<file path="config.mk">
export PLATFORM = sky130hd
export DESIGN_NAME = idct2_control_flat
export DESIGN_NICKNAME = d
export VERILOG_FILES = /design/src/rtl/idct2_pkg.sv /design/src/rtl/idct2_control_if.sv /design/src/rtl/idct2_control.sv /design/src/flat_wrapper.sv
export SDC_FILE = /design/constraint.sdc
export NUM_CORES = 1
export LEC_CHECK = 0
export ABC_AREA = 1
export CAP_MARGIN = 20
export CORE_AREA = 2 2 39 41
export DETAILED_ROUTE_END_ITERATION = 10
export DIE_AREA = 0 0 41 43
export PLACE_DENSITY = 0.63
export SLEW_MARGIN = 25
export SYNTH_ARGS = -nofsm -noshare
export SYNTH_HDL_FRONTEND = slang
export SYNTH_SLANG_ARGS = --single-unit
</file>
<file path="constraint.sdc">
create_clock -name clk -period 1.9 [get_ports clk]
set_input_delay 0.19 -clock clk [delete_from_list [all_inputs] [get_ports clk]]
set_output_delay 0.19 -clock clk [all_outputs]
set_load 0.03 [all_outputs]
</file>
<file path="src/rtl/idct2_pkg.sv">
// idct2_pkg: shared state encoding, default size and core select constants for the 2D IDCT controller
package idct2_pkg;
  typedef enum logic [1:0] {
    IDLE = 2'b00,
    V    = 2'b01,
    H    = 2'b10,
    DONE = 2'b11
  } state_t;
  localparam int N_DEFAULT = 8;
  localparam logic DIR_VERT = 1'b0;
  localparam logic DIR_HORZ = 1'b1;
  localparam logic MUX_IN   = 1'b0;
  localparam logic MUX_BUF  = 1'b1;
endpackage

</file>
<file path="src/rtl/idct2_control_if.sv">
// idct2_control_if: handshake and datapath-control bundle between the IDCT controller (master) and its datapath/environment (slave)
interface idct2_control_if import idct2_pkg::*; #(
  parameter int N = N_DEFAULT,
  parameter int CNT_W = $clog2(N)
);
  logic start;
  logic in_valid;
  logic out_ready;
  logic enable_write;
  logic enable_read;
  logic direction;
  logic mux;
  logic out_valid;
  logic ready;
  logic done;
  logic [CNT_W-1:0] counter;
  modport master (
    input  start, in_valid, out_ready,
    output enable_write, enable_read, direction, mux, out_valid, ready, done, counter
  );
  modport slave (
    output start, in_valid, out_ready,
    input  enable_write, enable_read, direction, mux, out_valid, ready, done, counter
  );
endinterface

</file>
<file path="src/rtl/idct2_control.sv">
// idct2_control: sequences V (column) then H (row) inverse passes over an N-point core; ports clk, reset (sync active-low), bus (master: start/in_valid/out_ready in; enable_write/enable_read/direction/mux/out_valid/ready/done/counter out); IDCT2_READ_GATE_EN gates enable_read to the H pass
module idct2_control import idct2_pkg::*; #(
  parameter int N = N_DEFAULT,
  parameter int CNT_W = $clog2(N)
) (
  input logic clk,
  input logic reset,
  idct2_control_if.master bus
);
  localparam logic [CNT_W-1:0] LAST = CNT_W'(N - 1);
  state_t state, state_n;
  logic [CNT_W-1:0] cnt, cnt_n;
  logic done_q, done_n;
  always_comb begin
    state_n = state;
    cnt_n = cnt;
    done_n = 1'b0;
    case (state)
      IDLE: if (bus.start) begin
        state_n = V;
        cnt_n = '0;
      end
      V: if (bus.in_valid) begin
        cnt_n = (cnt == LAST) ? '0 : cnt + 1'b1;
        state_n = (cnt == LAST) ? H : V;
      end
      H: if (bus.out_ready) begin
        cnt_n = (cnt == LAST) ? '0 : cnt + 1'b1;
        state_n = (cnt == LAST) ? DONE : H;
        done_n = (cnt == LAST);
      end
      DONE: state_n = IDLE;
      default: state_n = IDLE;
    endcase
  end
  always_ff @(posedge clk) begin
    if (!reset) begin
      state <= IDLE;
      cnt <= '0;
      done_q <= 1'b0;
    end else begin
      state <= state_n;
      cnt <= cnt_n;
      done_q <= done_n;
    end
  end
  assign bus.ready = (state == IDLE);
  assign bus.enable_write = (state == V) && bus.in_valid;
  assign bus.direction = (state == H) ? DIR_HORZ : DIR_VERT;
  assign bus.mux = (state == H) ? MUX_BUF : MUX_IN;
  assign bus.out_valid = (state == H);
  assign bus.done = done_q;
  assign bus.counter = cnt;
`ifdef IDCT2_READ_GATE_EN
  assign bus.enable_read = (state == H);
`else
  assign bus.enable_read = 1'b1;
`endif
endmodule

</file>
<file path="src/flat_wrapper.sv">
// flat-port wrapper written by rule: the top's interface ports become plain ports
module idct2_control_flat import idct2_pkg::*;
#(
  parameter int N = N_DEFAULT,
  parameter int CNT_W = $clog2(N)
)
  (clk, reset, bus_start, bus_in_valid, bus_out_ready, bus_enable_write, bus_enable_read, bus_direction, bus_mux, bus_out_valid, bus_ready, bus_done, bus_counter);
  idct2_control_if #(.N(N), .CNT_W(CNT_W)) bus_i ();
  input logic clk;
  input logic reset;
  input wire logic [$bits(bus_i.start)-1:0] bus_start;
  input wire logic [$bits(bus_i.in_valid)-1:0] bus_in_valid;
  input wire logic [$bits(bus_i.out_ready)-1:0] bus_out_ready;
  output wire logic [$bits(bus_i.enable_write)-1:0] bus_enable_write;
  output wire logic [$bits(bus_i.enable_read)-1:0] bus_enable_read;
  output wire logic [$bits(bus_i.direction)-1:0] bus_direction;
  output wire logic [$bits(bus_i.mux)-1:0] bus_mux;
  output wire logic [$bits(bus_i.out_valid)-1:0] bus_out_valid;
  output wire logic [$bits(bus_i.ready)-1:0] bus_ready;
  output wire logic [$bits(bus_i.done)-1:0] bus_done;
  output wire logic [$bits(bus_i.counter)-1:0] bus_counter;
  assign bus_i.start = bus_start;
  assign bus_i.in_valid = bus_in_valid;
  assign bus_i.out_ready = bus_out_ready;
  assign bus_enable_write = bus_i.enable_write;
  assign bus_enable_read = bus_i.enable_read;
  assign bus_direction = bus_i.direction;
  assign bus_mux = bus_i.mux;
  assign bus_out_valid = bus_i.out_valid;
  assign bus_ready = bus_i.ready;
  assign bus_done = bus_i.done;
  assign bus_counter = bus_i.counter;
  idct2_control #(.N(N), .CNT_W(CNT_W)) u_core (.clk(clk), .reset(reset), .bus(bus_i));
endmodule
</file>
==> results of run 1 <==
==> cell usage after synthesis (3+ instances only) <==
library cell | number | area (um2)
buf_4 | 3 | 22.5
dfxtp_1 | 6 | 120
ha_1 | 6 | 75.1
inv_1 | 8 | 30.0
nand2_1 | 10 | 37.5
nand2_2 | 3 | 18.8
nand3_1 | 6 | 30.0
nor2_1 | 11 | 41.3
==> cell type report <==
cell class | instances | share of cell area [%]
well taps | 16 | 3.42
multi-input cells | 43 | 43.2
clock buffers | 3 | 3.85
flip-flops and latches | 6 | 20.5
repair buffers | 13 | 23.3
inverters | 9 | 5.77
==> routing by layer <==
metal	routed length, um	track usage [%]	vias to the layer above	share of wire [%]
li1	-	-	208	-
met1	348	12.5	167	44
met2	382	15.9	11	48
met3	56	6.28	2	7.0
met4	9	4.00	0	1.1
met5	0	0	-	0
==> worst max-delay path, cell delays in order, from the launching register on <==
cell and delay (ps):
dfxtp_1 430, inv_1 110, ha_1 220, clkdlybuf4s50_1 590
==> cell families after synthesis <==
family | share of synthesized area, %
simple gates | 36.2
flops | 28.0
buf+inv | 13.1
other cells | 0.874
compound gates | 4.37
fa+ha+maj | 17.5
==> power groups by stage <==
| stage | clock network (mW) | registers [mW] | logic, mW |
|---|---|---|---|
| final | 0.120 | 0.184 | 0.348 |
| after global routing | 0.133 | 0.189 | 0.383 |
| after CTS | 0.123 | 0.185 | 0.354 |
| after detailed placement | 0 | 0.187 | 0.355 |
| after global placement | 0 | 0.186 | 0.354 |
| after floorplan | 0 | 0.219 | 0.221 |
==> placed cells by master (no fill, tap or decap) <==
cell type | synthesis | layout
a21oi_2 | 1 | 1
o21ai_0 | 1 | 1
clkdlybuf4s50_1 | 0 | 9
clkbuf_4 | 0 | 3
ha_1 | 6 | 6
nand2_1 | 10 | 10
nand3_2 | 1 | 1
dfxtp_1 | 6 | 6
nor2_1 | 11 | 11
nor2_4 | 1 | 1
conb_1 | 1 | 1
inv_2 | 1 | 1
dlymetal6s2s_1 | 0 | 3
nand2_2 | 3 | 3
o21ai_1 | 1 | 1
inv_1 | 8 | 8
nand3_1 | 6 | 6
dlygate4sd2_1 | 0 | 1
nor2_2 | 1 | 1
==> worst max-delay path by stage <==
stage,from,endpoint,cells after the start
final,u_core.state[0],bus_ready,3
after global routing,u_core.state[0],bus_ready,3
after CTS,u_core.state[0],bus_direction,3
after detailed placement,u_core.state[0],bus_enable_write,4
after global placement,bus_in_valid,bus_enable_write,4
after floorplan,u_core.state[0],flip-flop,8
==> what timing repair did <==
item	in CTS	in global routing
gates resized for setup	1	3
endpoints found under the hold margin	0	0
pin swaps	0	0
setup endpoints to repair	1	3
buffers inserted	0	0
==> through the flow <==
step | hold slack (ps) | total power, mW | area [um2] | std cells
after floorplan | 311 | 0.440 | 429 | 61
after global placement | 497 | 0.540 | 557 | 87
after detailed placement | 508 | 0.543 | 557 | 87
after CTS | 513 | 0.662 | 578 | 90
after global routing | 541 | 0.705 | 586 | 90
final | 507 | 0.652 | 586 | 90
==> results.json, run 1 <==
{
  "status": "complete, no violations",
  "die_w_um": 41,
  "nFillCells": 146,
  "synth_edf_count": 0,
  "die-area_um2": 1760,
  "ctsHoldBuffers": 0,
  "syn_area_um2": 429,
  "grt_antenna_before_repair": 0,
  "grt_first_pass_wirelength_mm": 1.24,
  "timing.rr.end": "u_core.bus.counter[1]",
  "drive_gt1_share_pct": 14.9,
  "rows": 14,
  "start_util_pct": 31.0,
  "place.gp.congestion": 0.772,
  "yosys_warnings": 0,
  "end_kind": "output port",
  "fin_crit_sh_pct": 94.2,
  "core_area_um2": 1380,
  "p_sw_uw": 284,
  "nets": 87,
  "dr.first_iter.drc_count": 3,
  "syn2layout_area_growth_pct": 36.4,
  "grt_pass1_vias": 294,
  "synth_nets": 72,
  "multi_input_area_um2": 253,
  "antenna_left": 0,
  "p_leak_nw": 0.339,
  "critPathRequiredTime_ps": 1710,
  "overflow": 0,
  "cts_tree": "yes",
  "dr.pass1.iters": 4,
  "min_from": "u_core.bus.counter[1]",
  "internal_power_uw": 368,
  "p_clk_share_pct": 18.4,
  "ys.flop_type": "dfxtp_1",
  "hold_end": "u_core.bus.counter[1]",
  "dpl_worst_slack_ps": 263,
  "finalClockSkew_ps": 6.59,
  "regArea_um2": 120,
  "via_per_inst": 4.31,
  "clkTransAtPathRegs_ps": 40,
  "cp_max_fo": 6,
  "finalMaxSlewViolations": 0,
  "clock_path_buffers": 2,
  "power.density_nw_per_um2": 1110,
  "vias": 388,
  "seq_area_frac_synth_pct": 28.0,
  "grt_usage_pct": 10.8,
  "cp-start-kind": "flip-flop",
  "ys_ff_latch": 6,
  "cts-root-buf": "clkbuf_4",
  "synth_cell_types": 16,
  "route.detailed.drc": 0,
  "r2r-start": "u_core.state[0]",
  "avgSynthCellArea_um2": 7.04,
  "numCtsBuffers": 3,
  "num_antenna_cells": 0,
  "worstPathArrival_ps": 1600,
  "wl_per_cell_um": 8.84,
  "holdCritPathClass": "reg -> reg",
  "ir_worst_vdd_uv": 423,
  "p_seq_share_pct": 28.3,
  "setup_viol": 0,
  "synthCells": 61,
  "setup_tns_ps": 0,
  "fin_util_pct": 42.3,
  "rsz0062_at_grt": "false",
  "cap_violations": 0,
  "drt-total-wl_um": 796,
  "worstRegToRegCells": 8,
  "htree_levels": 1,
  "timing.final.hold_violations": 0,
  "fin_ws_ps": 109,
  "synthArstFlopShare_pct": 0,
  "whs_path_depth": 2,
  "grt_max_degree": 7,
  "io_buffers": 13,
  "cts.sinks": 6,
  "power_frac_comb_pct": 53.3,
  "layout_min_cycle_time_ps": 1790,
  "die_h_um": 43,
  "insertion_delay_ps": 250,
  "hpwl_um": 630,
  "power_switching_share_pct": 43.5,
  "ios": 15,
  "rrSetupSlack_ps": 460,
  "critPathKind": "reg -> out",
  "fmax_mhz": 558
}
No activity file was read; power rests on OpenSTA's default activity.
==> inputs of run 2 (changes only) <==
Settings changed: CAP_MARGIN 20 to unset, PLACE_DENSITY 0.63 to 0.61.
==> results.json, run 2 (same netlist as run 1, synthesis figures left out) <==
{
  "route.detailed.drc": 0,
  "overflow": 0,
  "grt-busiest-layer": "met2",
  "wl_per_cell_um": 8.90,
  "holdCritPathClass": "reg -> reg",
  "drt-total-wl_um": 801,
  "grt_usage_pct": 10.5,
  "critPathKind": "reg -> out",
  "worstPathArrival_ps": 1600,
  "fin_ws_ps": 111,
  "internal_power_uw": 370,
  "ir_worst_vdd_uv": 354,
  "htree_levels": 1,
  "grt_first_pass_wirelength_mm": 1.23,
  "p_clk_share_pct": 17.5,
  "dr.pass1.iters": 3,
  "finalClockSkew_ps": 7.11,
  "end_kind": "output port",
  "insertion_delay_ps": 240,
  "clkTransAtPathRegs_ps": 50,
  "grt_use_met2_pct": 15.3,
  "finalMaxSlewViolations": 0,
  "numCtsBuffers": 3,
  "layout_common_cells": "nor2_1 (11), nand2_1 (10), clkdlybuf4s50_1 (9)",
  "met1_usage_pct": 11.3,
  "nets": 87,
  "setup_tns_ps": 0,
  "p_seq_share_pct": 28.5,
  "ios": 15,
  "status": "complete, no violations",
  "rsz0062_at_grt": "false",
  "rows": 14,
  "rrSetupSlack_ps": 480,
  "cts_setup_buffers": 0,
  "cp-start-kind": "flip-flop",
  "start_util_pct": 31.0,
  "fmax_mhz": 559,
  "dpl_worst_slack_ps": 286,
  "p_leak_nw": 0.351,
  "die_h_um": 43,
  "grtUsageMet3_pct": 6.28,
  "slowest_stage": "clkdlybuf4s50_1",
  "fin_crit_sh_pct": 94.1,
  "num_antenna_cells": 0,
  "place.gp.congestion": 0.705,
  "dr.first_iter.drc_count": 4,
  "cts.sinks": 6,
  "power_switching_share_pct": 43.2,
  "layout_min_cycle_time_ps": 1790,
  "total_power_uw": 652,
  "power_frac_comb_pct": 54.0,
  "nFillCells": 163,
  "timing.rr.end": "u_core.bus.counter[0]",
  "crit_chain": "inv_1, ha_1, clkdlybuf4s50_1",
  "cts-root-buf": "clkbuf_4",
  "die-area_um2": 1760,
  "die_w_um": 41,
  "cp-endpoint": "bus_ready",
  "via_per_inst": 4.44,
  "setup_viol": 0,
  "cp_max_fo": 6,
  "r2r-start": "u_core.state[0]",
  "grt_max_degree": 7,
  "grt_antenna_before_repair": 0,
  "cts_tree": "yes",
  "cap_violations": 0,
  "timing.final.hold_violations": 0,
  "hpwl_um": 623,
  "drive_gt1_share_pct": 14.9,
  "power.density_nw_per_um2": 1110,
  "layout_commonest_cell": "nor2_1",
  "vias": 400,
  "worstRegToRegCells": 8,
  "core_area_um2": 1380,
  "critPathRequiredTime_ps": 1710,
  "antenna_left": 0,
  "startpoint": "u_core.state[0]",
  "clock_path_buffers": 2,
  "syn2layout_area_growth_pct": 37.3,
  "grt_pass1_vias": 328,
  "io_buffers": 13,
  "p_sw_uw": 282,
  "max_stage_delay_ps": 600
}
run 2: worst max-delay path: cells and delay by family (launching register included):
| family | cells | cell delay [ps] |
|---|---|---|
| fa+ha+maj | 1 | 230 |
| buf+inv | 2 | 710 |
| flops | 1 | 430 |
run 2: metal layers:
layer | share of wire (%) | vias up
met3 | 5.6 | 2
li1 | - | 209
met2 | 47 | 9
met5 | 0 | -
met4 | 1.1 | 0
met1 | 46 | 180
run 2: how the worst min path moves through the flow:
stage	depth (start not counted)	to	slack, ps	startpoint
6_report	2	u_core.bus.counter[1]	510	u_core.bus.counter[1]
3_3_place_gp	2	u_core.bus.counter[2]	490	u_core.bus.counter[2]
3_5_place_dp	2	u_core.bus.counter[1]	500	u_core.bus.counter[1]
4_1_cts	2	u_core.bus.counter[1]	510	u_core.bus.counter[1]
5_1_grt	2	u_core.bus.counter[1]	550	u_core.bus.counter[1]
2_1_floorplan	2	u_core.bus.counter[0]	310	reset
run 2: area by class of cell:
| cell class | count | area, um2 | share of cell area, % |
|---|---|---|---|
| Clock buffer | 3 | 22.5 | 3.82 |
| Inverter | 9 | 33.8 | 5.73 |
| Multi-Input combinational cell | 43 | 253 | 42.9 |
| Tap cell | 16 | 20.0 | 3.40 |
| Sequential cell | 6 | 120 | 20.4 |
| Timing Repair Buffer | 13 | 140 | 23.8 |
run 2: timing repair:
action / CTS / global route
setup endpoints to repair: 0 / 4
hold buffers: 0 / 0
gates resized for setup: 0 / 4
run 2: power by group through the flow:
stage | logic [mW] | registers [mW] | clock network [mW]
6_report | 0.352 | 0.185 | 0.114
5_1_grt | 0.386 | 0.190 | 0.129
4_1_cts | 0.359 | 0.185 | 0.122
3_5_place_dp | 0.356 | 0.188 | 0
3_3_place_gp | 0.354 | 0.187 | 0
2_1_floorplan | 0.221 | 0.219 | 0
run 2: through the flow:
step	std cells	util, %	instance area, um2	hold WS [ps]
CTS	90	41.9	579	508
floorplan	61	-	429	311
global route	90	42.6	589	551
detailed placement	87	40.2	557	501
finish	90	42.6	589	507
global placement	87	40.2	557	494
